<file path="src/rtl/wb_backdoor_pkg.sv">
// Shared definitions for the Wishbone backdoor crossbar: address spaces, FSM states, CSR map.
// Latency: n/a (package only).
// Backpressure: n/a (package only).
package wb_backdoor_pkg;

   // Address space selected by wb_addr_i[17:16]
   typedef enum logic [1:0] {
      SP_ROM  = 2'd0,
      SP_RAM  = 2'd1,
      SP_CSR  = 2'd2,
      SP_NONE = 2'd3
   } space_e;

   typedef enum logic [1:0] {
      ST_IDLE  = 2'd0,
      ST_ISSUE = 2'd1,
      ST_RESP  = 2'd2
   } state_e;

   // CSR word offsets (wb_addr_i[3:2])
   localparam logic [1:0] CSR_CTRL = 2'd0;
   localparam logic [1:0] CSR_STAT = 2'd1;

   // Status/control bit positions
   localparam int STAT_HOLD     = 0;
   localparam int STAT_HOLD_ACK = 1;
   localparam int STAT_TIMEOUT  = 2;
   localparam int STAT_ERRC_LSB = 8;

endpackage

</file>
<file path="src/rtl/wb_backdoor_csr.sv">
// CSR block: CPU hold bit, saturating error counter, sticky timeout flag, read mux.
// Latency: writes take effect on the next clock; read data is combinational from i_off.
// Backpressure: none; accesses are single-cycle and always accepted.
// Ports: i_wr/i_off/i_wbit write a CSR word; i_err counts one error per cycle;
//        i_timeout sets the sticky flag; i_hold_ack is reported live; o_hold drives the CPU stall.
module wb_backdoor_csr
   import wb_backdoor_pkg::*;
(
   input  logic        clock,
   input  logic        reset_n,
   input  logic        i_wr,
   input  logic [1:0]  i_off,
   input  logic        i_wbit,
   input  logic        i_err,
   input  logic        i_timeout,
   input  logic        i_hold_ack,
   output logic        o_hold,
   output logic [31:0] o_rdat
);

   logic [7:0] r_err_count;
   logic       r_timeout_flag;
   logic       r_hold;

   always_ff @(posedge clock or negedge reset_n) begin
      if (!reset_n) begin
         r_err_count    <= 8'd0;
         r_timeout_flag <= 1'b0;
         r_hold         <= 1'b0;
      end else begin
         if (i_wr && i_off == CSR_CTRL) begin
            r_hold <= i_wbit;
         end
         // A status write and an error/timeout event never coincide: CSR writes
         // are taken in IDLE, errors and timeouts come out of ISSUE/RESP.
         if (i_wr && i_off == CSR_STAT) begin
            r_err_count    <= 8'd0;
            r_timeout_flag <= 1'b0;
         end else begin
            if (i_err && r_err_count != 8'hFF) begin
               r_err_count <= r_err_count + 8'd1;
            end
            if (i_timeout) begin
               r_timeout_flag <= 1'b1;
            end
         end
      end
   end

   always_comb begin
      o_rdat = '0;
      case (i_off)
         CSR_CTRL: o_rdat[STAT_HOLD] = r_hold;
         CSR_STAT: begin
            o_rdat[STAT_HOLD]              = r_hold;
            o_rdat[STAT_HOLD_ACK]          = i_hold_ack;
            o_rdat[STAT_TIMEOUT]           = r_timeout_flag;
            o_rdat[STAT_ERRC_LSB +: 8]     = r_err_count;
         end
         default: o_rdat = '0;
      endcase
   end

   assign o_hold = r_hold;

endmodule

</file>
<file path="src/rtl/wb_backdoor_xbar.sv">
// Routes a Wishbone classic host port to ROM/RAM backdoor ports plus a small CSR space.
// Latency: target ack in first ISSUE cycle -> host ack 2 cycles after stb; CSR/unmapped 1; timeout TIMEOUT+1.
// Backpressure: new requests only sampled in IDLE; host waits on ack/err; dropping cyc aborts ISSUE.
// Ports: wb_* host slave; tgt_* latched address/data/we/cyc shared by all targets;
//        rom_*/ram_* per-port strobes, packed read data and acks; cpu_hold_o/cpu_hold_ack_i CPU stall handshake.
module wb_backdoor_xbar
   import wb_backdoor_pkg::*;
#(
   parameter int NUM_ROMS    = 1,
   parameter int NUM_RAMS    = 2,
   parameter int ROM_SEL_LSB = 10,
   parameter int RAM_SEL_LSB = 9,
   parameter int TIMEOUT     = 15,
   parameter int ROM_WP      = 1
)(
   input  logic                     clock,
   input  logic                     reset_n,
   input  logic [31:0]              wb_data_i,
   input  logic [31:0]              wb_addr_i,
   input  logic                     wb_cyc_i,
   input  logic                     wb_strobe_i,
   input  logic                     wb_we_i,
   output logic [31:0]              wb_data_o,
   output logic                     wb_ack_o,
   output logic                     wb_err_o,
   output logic [31:0]              tgt_addr_o,
   output logic [31:0]              tgt_data_o,
   output logic                     tgt_we_o,
   output logic                     tgt_cyc_o,
   output logic [NUM_ROMS-1:0]      rom_strobe_o,
   input  logic [32*NUM_ROMS-1:0]   rom_data_i,
   input  logic [NUM_ROMS-1:0]      rom_ack_i,
   output logic [NUM_RAMS-1:0]      ram_strobe_o,
   input  logic [32*NUM_RAMS-1:0]   ram_data_i,
   input  logic [NUM_RAMS-1:0]      ram_ack_i,
   output logic                     cpu_hold_o,
   input  logic                     cpu_hold_ack_i
);

   localparam logic [4:0] L_NROM     = 5'(NUM_ROMS);
   localparam logic [4:0] L_NRAM     = 5'(NUM_RAMS);
   localparam logic [7:0] L_TMO_LAST = 8'(TIMEOUT - 1);

   state_e      r_state;
   space_e      r_space;
   logic [3:0]  r_idx;
   logic [7:0]  r_timer;
   logic [31:0] r_addr, r_wdat, r_rdata;
   logic        r_we, r_ack, r_err;

   space_e      w_space;
   logic [3:0]  w_idx;
   logic        w_req, w_mapped, w_protect, w_issue, w_sel_ack, w_timeout, w_hold, w_csr_wr;
   logic [31:0] w_sel_dat, w_csr_rdat;

   assign w_req   = wb_cyc_i && wb_strobe_i;
   assign w_space = space_e'(wb_addr_i[17:16]);
   assign w_idx   = (w_space == SP_ROM) ? wb_addr_i[ROM_SEL_LSB +: 4] : wb_addr_i[RAM_SEL_LSB +: 4];

   always_comb begin
      w_mapped = 1'b0;
      case (w_space)
         SP_ROM:  w_mapped = {1'b0, w_idx} < L_NROM;
         SP_RAM:  w_mapped = {1'b0, w_idx} < L_NRAM;
         default: w_mapped = 1'b0;
      endcase
   end

   // ROM images may only be patched while the CPU is held off them.
   assign w_protect = (w_space == SP_ROM) && wb_we_i && (ROM_WP != 0) && !w_hold;

   // Gating with cyc makes an abort drop strobes in the same cycle, before the FSM leaves ISSUE.
   assign w_issue   = (r_state == ST_ISSUE) && wb_cyc_i;
   assign w_timeout = w_issue && !w_sel_ack && (r_timer == L_TMO_LAST);
   assign w_csr_wr  = (r_state == ST_IDLE) && w_req && (w_space == SP_CSR) && wb_we_i;

   // One-hot strobe and ack/data select for the latched target; other ports' acks are ignored.
   always_comb begin
      rom_strobe_o = '0;
      ram_strobe_o = '0;
      w_sel_ack    = 1'b0;
      w_sel_dat    = '0;
      for (int k = 0; k < NUM_ROMS; k++) begin
         if (r_space == SP_ROM && r_idx == 4'(k)) begin
            rom_strobe_o[k] = w_issue;
            w_sel_ack       = w_sel_ack | rom_ack_i[k];
            w_sel_dat       = w_sel_dat | rom_data_i[32*k +: 32];
         end
      end
      for (int k = 0; k < NUM_RAMS; k++) begin
         if (r_space == SP_RAM && r_idx == 4'(k)) begin
            ram_strobe_o[k] = w_issue;
            w_sel_ack       = w_sel_ack | ram_ack_i[k];
            w_sel_dat       = w_sel_dat | ram_data_i[32*k +: 32];
         end
      end
   end

   always_ff @(posedge clock or negedge reset_n) begin
      if (!reset_n) begin
         r_state <= ST_IDLE;
         r_space <= SP_ROM;
         r_idx   <= 4'd0;
         r_timer <= 8'd0;
         r_addr  <= 32'd0;
         r_wdat  <= 32'd0;
         r_we    <= 1'b0;
         r_rdata <= 32'd0;
         r_ack   <= 1'b0;
         r_err   <= 1'b0;
      end else begin
         r_ack <= 1'b0;
         r_err <= 1'b0;
         case (r_state)
            ST_IDLE: begin
               if (w_req) begin
                  r_addr  <= wb_addr_i;
                  r_wdat  <= wb_data_i;
                  r_we    <= wb_we_i;
                  r_space <= w_space;
                  r_idx   <= w_idx;
                  if (w_space == SP_CSR) begin
                     r_state <= ST_RESP;
                     r_ack   <= 1'b1;
                     r_rdata <= wb_we_i ? 32'd0 : w_csr_rdat;
                  end else if (!w_mapped || w_protect) begin
                     r_state <= ST_RESP;
                     r_err   <= 1'b1;
                     r_rdata <= 32'd0;
                  end else begin
                     r_state <= ST_ISSUE;
                     r_timer <= 8'd0;
                  end
               end
            end
            ST_ISSUE: begin
               if (!wb_cyc_i) begin
                  r_state <= ST_IDLE;
               end else if (w_sel_ack) begin
                  r_state <= ST_RESP;
                  r_ack   <= 1'b1;
                  r_rdata <= r_we ? 32'd0 : w_sel_dat;
               end else if (r_timer == L_TMO_LAST) begin
                  r_state <= ST_RESP;
                  r_err   <= 1'b1;
                  r_rdata <= 32'd0;
               end else begin
                  r_timer <= r_timer + 8'd1;
               end
            end
            ST_RESP: r_state <= ST_IDLE;
            default: r_state <= ST_IDLE;
         endcase
      end
   end

   wb_backdoor_csr u_csr (
      .clock      (clock),
      .reset_n    (reset_n),
      .i_wr       (w_csr_wr),
      .i_off      (wb_addr_i[3:2]),
      .i_wbit     (wb_data_i[0]),
      .i_err      (r_err),
      .i_timeout  (w_timeout),
      .i_hold_ack (cpu_hold_ack_i),
      .o_hold     (w_hold),
      .o_rdat     (w_csr_rdat)
   );

   assign wb_data_o  = r_rdata;
   assign wb_ack_o   = r_ack;
   assign wb_err_o   = r_err;
   assign tgt_addr_o = r_addr;
   assign tgt_data_o = r_wdat;
   assign tgt_we_o   = r_we;
   assign tgt_cyc_o  = w_issue;
   assign cpu_hold_o = w_hold;

endmodule
</file>
<file path="config.mk">
export PLATFORM = sky130hd
export DESIGN_NAME = wb_backdoor_xbar
export DESIGN_NICKNAME = d
export VERILOG_FILES = /design/src/rtl/wb_backdoor_pkg.sv /design/src/rtl/wb_backdoor_csr.sv /design/src/rtl/wb_backdoor_xbar.sv
export SDC_FILE = /design/constraint.sdc
export NUM_CORES = 1
export LEC_CHECK = 0
export CORE_UTILIZATION = 50
export DETAILED_ROUTE_END_ITERATION = 10
export DONT_BUFFER_PORTS = 1
export GPL_TIMING_DRIVEN = 1
export PLACE_DENSITY = 0.62
export SLEW_MARGIN = 20
export SYNTH_ARGS = -nofsm -noshare
export SYNTH_HDL_FRONTEND = slang
export SYNTH_SLANG_ARGS = --single-unit
</file>
<file path="constraint.sdc">
create_clock -name clock -period 2.23 [get_ports clock]
set_input_delay 0.446 -clock clock [delete_from_list [all_inputs] [get_ports clock]]
set_output_delay 0.446 -clock clock [all_outputs]
set_load 0.1 [all_outputs]
</file>
# Word-level counts from Yosys, hierarchy flattened

Cells that the tools add are included.

Register bits: 125
Input bits: 169
Logic and storage cells: 123

Add/subtract/negate cells: 2
Order comparisons: 2
Equal/unequal tests: 17
Multiplexer cells: 53
Bitwise gates (word level): 4
Reductions and logical operators: 32

Operators with widths:

| kind                  | number |
|---|---|
| $mux W32              | 10 |
| $mux W8               | 9 |
| $or A32 B32 Y32       | 2 |
| $pmux W32 S2          | 1 |
| $mux W1               | 19 |
| $add A8 B1 Y8 const B | 2 |
| $mux W16              | 1 |
| $pmux W8 S2           | 1 |
| $logic_and A1 B1 Y1   | 15 |
| $mux W2               | 7 |
| $ne A2 B2 Y1 const B  | 6 |
| $eq A2 B1 Y1 const B  | 4 |
| $eq A8 B4 Y1 const B  | 1 |
| $logic_not A2 Y1      | 4 |
| $ne A8 B8 Y1 const B  | 1 |
| $reduce_and A7 Y1     | 1 |
| $pmux W1 S2           | 3 |
| $reduce_bool A2 Y1    | 3 |
| $reduce_and A5 Y1     | 1 |
| $eq A4 B1 Y1 const B  | 1 |
| $logic_not A4 Y1      | 1 |
| $lt A4 B1 Y1 const B  | 1 |
| $lt A4 B2 Y1 const B  | 1 |
| $mux W4               | 1 |
| other kinds (10)      | 14 |

# Depth between registers and ports, before layout

Word-level depth: 12
Depth in mapped cells: 8
Mapped depth without buffers: 7

# Hierarchy

From an unflattened synthesis, not the netlist that was laid out.

Cell total of the unflattened synthesis: 548
Area total of the unflattened synthesis: 6,339.8 um^2

Modules (own cells, without submodules):

| module           | instances | cells each | area each (um^2) | seq. area each (um^2) |
|---|---|---|---|---|
| wb_backdoor_xbar | 1         | 462        | 5,537.8          | 2,827.7 |
| wb_backdoor_csr  | 1         | 86         | 802.0            | 250.2 |

# Least setup slack after synthesis

No wires, ideal clock.

Path kind: reg-to-output
Start: reg r_space[0]
End: out ram_strobe_o[0]
Arrival time: 3,613 ps
Required time: 1,784 ps
Path slack: -1,829 ps
Cell stages (with the launch flop): 5
Path through: dfrtp_1 -> buf_2 -> clkbuf_1 -> nand2_1 -> nor3_1

Word-level cells in the longest chain between the ends: 3

Ends and longest elaborated chain:

| what                   | line                    | RTL |
|---|---|---|
| from (decl)            | wb_backdoor_xbar.sv:45  | `space_e r_space;` |
| from (signal assigned) | wb_backdoor_xbar.sv:120 | `r_space <= w_space;` |
| $eq A2 B1 Y1           | wb_backdoor_xbar.sv:91  | `if (r_space == SP_RAM && r_idx == 4'(k)) begin` |
| $logic_and A1 B1 Y1    | wb_backdoor_xbar.sv:91  |  |
| $mux W1                | wb_backdoor_xbar.sv:91  |  |
| to (decl)              | wb_backdoor_xbar.sv:33  | `output logic [NUM_RAMS-1:0] ram_strobe_o,` |

Every way passes these cells.

==> results.sh <==
export IMPL_synth_top_area_share_pct=52.0
export IMPL_grtUsageMet3_pct=8.80
export IMPL_slew_headroom_pct=33.7
export IMPL_via_count=4713
export IMPL_yosys_area_share_simple_pct=19.9
export IMPL_worst_slack_ps=-93.3
export IMPL_die_y_um=111
export IMPL_muxShareOfSynthArea_pct=13.7
export IMPL_multiInputGateArea_um2=2720
export IMPL_synth_distinct_cells=42
export IMPL_cp_num_buf_inv=2
export IMPL_antenna_cells=0
export IMPL_dr_pass1_iters=5
export IMPL_grt_pass1_wl_um=24200
export IMPL_antenna_found_initial=0
export IMPL_rsz0062_at_grt="yes"
export IMPL_wl_um=15200
export IMPL_holdWs_ps=-268
export IMPL_crit_slowest_cell="dfrtp_4"
export IMPL_hp_class="in2async"
export IMPL_power_density_nw_per_um2=1320
export IMPL_grt_pass1_vias=4674
export IMPL_track_usage_pct=25.6
export IMPL_vias_per_cell=5.64
export IMPL_critPathKind="reg2out"
export IMPL_status="complete, but fails checks"
export IMPL_tritoncts="yes"
export IMPL_grtUsageMet2_pct=42.6
export IMPL_synth_compound_area_share_pct=9.32
export IMPL_io_pins=273
export IMPL_syn_num_nets=781
export IMPL_skew_ps=9.11
export IMPL_coreArea_um2=11500
export IMPL_cts_clk_slew_worst_paths_ps=50
export IMPL_syn_avg_cell_area_um2=9.72
export IMPL_finalSetupViolations=3
export IMPL_drt_iter0_markers=231
export IMPL_synth_cell_area_um2=5920
export IMPL_synth_top_family_by_area="simple AND/OR/NAND/NOR gates"
export IMPL_nFillCells=968
export IMPL_hpwlAfterDp_um=11100
export IMPL_die_area_um2=12300
export IMPL_leakagePower_uw=0.00353
export IMPL_cts_root_buf="clkbuf_16"
export IMPL_reg2reg_depth=9
export IMPL_synthCells=609
export IMPL_seq_area_um2=3090
export IMPL_start_util_pct=51.6
export IMPL_synth_area_leader_cell="dfrtp_1"
export IMPL_finalHoldViolCount=123
export IMPL_arrival_ps=1880
export IMPL_synth_edf_count=0
export IMPL_synth_seq_cells=123
export IMPL_critPathCaptureType="primary output"
export IMPL_rows=39
export IMPL_preCtsSetupSlack_ps=99.5
export IMPL_fin_area_um2=7290
export IMPL_crit_required_ps=1780
export IMPL_ant_nets=0
export IMPL_synth_seq_area_share_pct=52.0
export IMPL_area_delta_synth_final_pct=23.1
export IMPL_fin_total_pwr_uw=9600
export IMPL_tightest_slew_ps=994
export IMPL_cpPeakStageDelay_ps=490
export IMPL_report_final_slew_viol_count=0
export IMPL_yosysMostFrequentCell="nand2_1"
export IMPL_place_area_um2=6720
export IMPL_ys_top_cells_by_area="dfrtp_1, nand2_1, mux2_2"
export IMPL_die_x_um=111
export IMPL_ys_warn_count=0
export IMPL_grt_busiest_layer="met2"
export IMPL_htree_levels=4
export IMPL_async_flop_share_pct=100
export IMPL_drc=0
export IMPL_cp_top_family="simple AND/OR/NAND/NOR gates"
export IMPL_cp_max_fo=4
export IMPL_drv_cap=0
export IMPL_grt_start_max_net_pins=124
export IMPL_ys_top_cells_by_count="nand2_1, dfrtp_1, mux2_2"
export IMPL_period_share_pct=104
export IMPL_synthXorXnorAreaFrac_pct=1.04
export IMPL_synthFlopType="dfrtp_1"
export IMPL_violations="hold timing, setup timing"
export IMPL_clock_path_buffers=2
export IMPL_synth_fa_ha_area_share_pct=0.634
export IMPL_cp_cell_sequence="nor4_4 > buf_4 > and4_4 > buf_12"
export IMPL_drive_gt1_share_pct=28.8
export IMPL_use_met1_pct=30.1
export IMPL_clk_latency_ps=410
export IMPL_cts_buffers=17
export IMPL_place_congestion=0.872
export IMPL_overflow=0
export IMPL_crit_cells=4
export IMPL_port_buffers=0
export IMPL_wl_per_cell_um=18.3
export IMPL_fin_nets=854
export IMPL_fmax_mhz=430
export IMPL_period_needed_ps=2320
export IMPL_clock_sinks=123
export IMPL_worst_setup_path_start_kind="flip-flop"
export IMPL_peakVddDrop_mv=1.00
worst paths after layout:
check	start	end	slack, ps
min in group clock	wb_addr_i[3]	tgt_addr_o[3]	140
max in group asynchronous	reset_n	tgt_addr_o[17]	2240
worst max-delay path	tgt_addr_o[17]	ram_strobe_o[1]	-90
worst min register to register	tgt_data_o[19]	tgt_data_o[19]	480
worst min-delay path	reset_n	wb_data_o[13]	-270
worst max register to register	r_timer[0]	r_timer[5]	190
sequential cells by signal, summed over array words and instances (netlist names), 2 cells and up:
signal / flops
tgt_data_o: 32
wb_data_o: 32
tgt_addr_o: 31
r_timer: 8
u_csr.r_err_count: 8
r_idx: 4
r_state: 2
report_power, final:
part | internal, µW | switching, µW
combinational | 961 | 3110
clock | 1600 | 878
sequential | 2690 | 366
what timing repair did:
item	in CTS	in global routing
setup buffers	0	2
setup endpoints to repair	4	31
pin swaps	0	2
endpoints found under the hold margin	123	123
gates resized for setup	4	2
routing by layer:
metal  vias up  share of wire (%)
met5         -                  0
met4         0                2.6
met2       219                 50
li1       2207                  -
met3        28                8.2
met1      2259                 39
layout by cell type, fill, tap and decap left out, drive strengths merged, types with 5 or more instances in the layout:
cell     instances
o31ai            6
mux2            65
a22oi           32
nor2            35
nand3            7
nand2          208
mux2i            8
inv              9
o2bb2ai         10
nor3             5
clkbuf          26
a21oi            5
nor4             6
o21ai           15
buf             90
xnor2            6
or4              5
dfrtp          123
stage by stage:
step	hold WS, ps	setup TNS [ps]	util, %	instances
2_1_floorplan	150	-214	-	609
3_3_place_gp	154	0	58.6	804
3_5_place_dp	153	0	58.6	804
4_1_cts	-285	-92.0	63.3	833
5_1_grt	-291	-341	63.5	835
6_report	-268	-184	63.5	835
final cells by class:
cell class / count / share of cell area [%]
Clock inverter: 3 / 0.550
Multi-Input combinational cell: 440 / 37.4
Timing Repair Buffer: 90 / 9.96
Clock buffer: 26 / 6.71
Tap cell: 143 / 2.46
Sequential cell: 123 / 42.4
Inverter: 10 / 0.567
kinds of logic (layout without fill, tap and decap cells):
logic type               count (synthesis)  after routing
buffers and inverters                   46            129
adder cells (fa/ha/maj)                  3              3
AND/OR/NAND/NOR                        281            281
AO/OA/AOI/OAI                           76             76
multiplexers                            73             73
XOR/XNOR                                 7              7
flip-flops                             123            123
Power figures use the tool's default switching activity.
==> variant, RTL diff (same flow settings) <==
`TIMEOUT`: 15 -> 8.
--- a/src/rtl/wb_backdoor_xbar.sv
+++ b/src/rtl/wb_backdoor_xbar.sv
@@ -10,7 +10,7 @@
    parameter int NUM_RAMS    = 2,
    parameter int ROM_SEL_LSB = 10,
    parameter int RAM_SEL_LSB = 9,
-   parameter int TIMEOUT     = 15,
+   parameter int TIMEOUT     = 8,
    parameter int ROM_WP      = 1
 )(
    input  logic                     clock,
Check against the original RTL: no difference found for any inputs over 4 cycles, from zero or initial values and one cycle with reset_n low; that may be too few to reach the edited logic, so the function may still have changed.
==> variant against the unedited design <==
The run ends with design-rule violations, negative hold slack, negative setup slack left; worst setup slack got worse by 130 ps; routed wire length decreased by 5.8%; sequential cell count is the same; synthesized area grew 0.63%; cell area is 3.1% lower; core utilization is 2.2 points lower; critical path type unchanged.
Power is not compared: it rests on default switching activity, and its combinational part moved more than twofold at a synthesized area within 25%.
==> variant: results (changes against the unedited design) <==
Worst Path Max Fanout = 3 (-1)
final setup vio count = 20 (+17)
M2 GR Usage = 39.58% (-3.0 points)
drt first pass iters = 8 (+3)
GRT Overall Usage = 23.15% (-2.5 points)
Post-Synth XOR/XNOR Area = 1.176% (+0.14 points)
leading post-synthesis cells by cell area = dfrtp_1 (52%), mux2_2 (19%), mux2_1 (6.2%), a22oi_1 (4.0%), nor2_1 (2.8%)
Layout Skew = 4.807 ps (-4.300 ps)
first-pass GRT wire length = 21650 um (-11%)
Setup Buffers After CTS = 5 (+5)
dpl cell area = 6225 um^2 (-7.4%)
wire per inst = 22.07 um (+21%)
DRC = 40 (+40)
Synth Area in Compound Gates = 10.15% (+0.82 points)
syn nets = 641 (-18%)
status = complete, but fails checks
Slowest-stage cell, CP = or4_4
number of distinct library cells after synthesis = 50 (+19%)
via count = 3976 (-16%)
reg2reg end = wb_data_o[8]$_DFFE_PN0P_
post_cts resized = 10 (+6)
R2R depth = 8 (-1)
DRT met1 WL = 5307 um (-12%)
met3 Use GR = 7.764% (-1.0 points)
gpl congestion = 0.7813 (-10%)
fill count = 912 (-5.8%)
mux cell area share after synthesis = 25.78% (+12 points)
Slew HR = 35.72% (+2.0 points)
Seq/Total Area, Yosys = 51.68% (-0.33 points)
post-detail-place hpwl = 9623 um (-14%)
Final WS setup = -219.1 ps (-125.9 ps)
worst hold slack = -273.7 ps (-5.880 ps)
final-report hold violation count = 123 (unchanged)
failing checks = design-rule violations, negative hold slack, negative setup slack
Worst Path Arrival = 2000 ps (+120 ps)
1st-iter DRT viols = 239 (+3.5%)
reg-to-reg startpoint = r_idx[2]$_DFFE_PN0P_
-- variant: changes by cell type after synthesis, moves of 10 or more --
cell      unedited run  this run
nor2_1              34        44
clkbuf_1            28        12
mux2_1               0        33
mux2_2              65        98
nand2_1            208        11
-- variant: cell type report --
class                   instances  area (um^2)  area share (%)
multi-input cells             313         2783           39.42
well taps                     143        178.9           2.535
flip-flops and latches        123         3087           43.73
clock buffers                  18        439.2           6.221
repair buffers                 35        395.4           5.601
inverters                       7        26.28          0.3722
clock inverters                12        150.1           2.127
-- variant: per-stage QoR --
step           setup slack (ps)  setup TNS, ps  power (mW)  instances
2_1_floorplan            -460.4          -1464       5.499        470
3_3_place_gp              24.64              0       5.735        607
3_5_place_dp             -22.34         -309.1       5.781        607
4_1_cts                  -237.4          -3953       8.548        646
5_1_grt                  -264.2          -3498       8.811        651
6_report                 -219.1          -2012       8.530        651
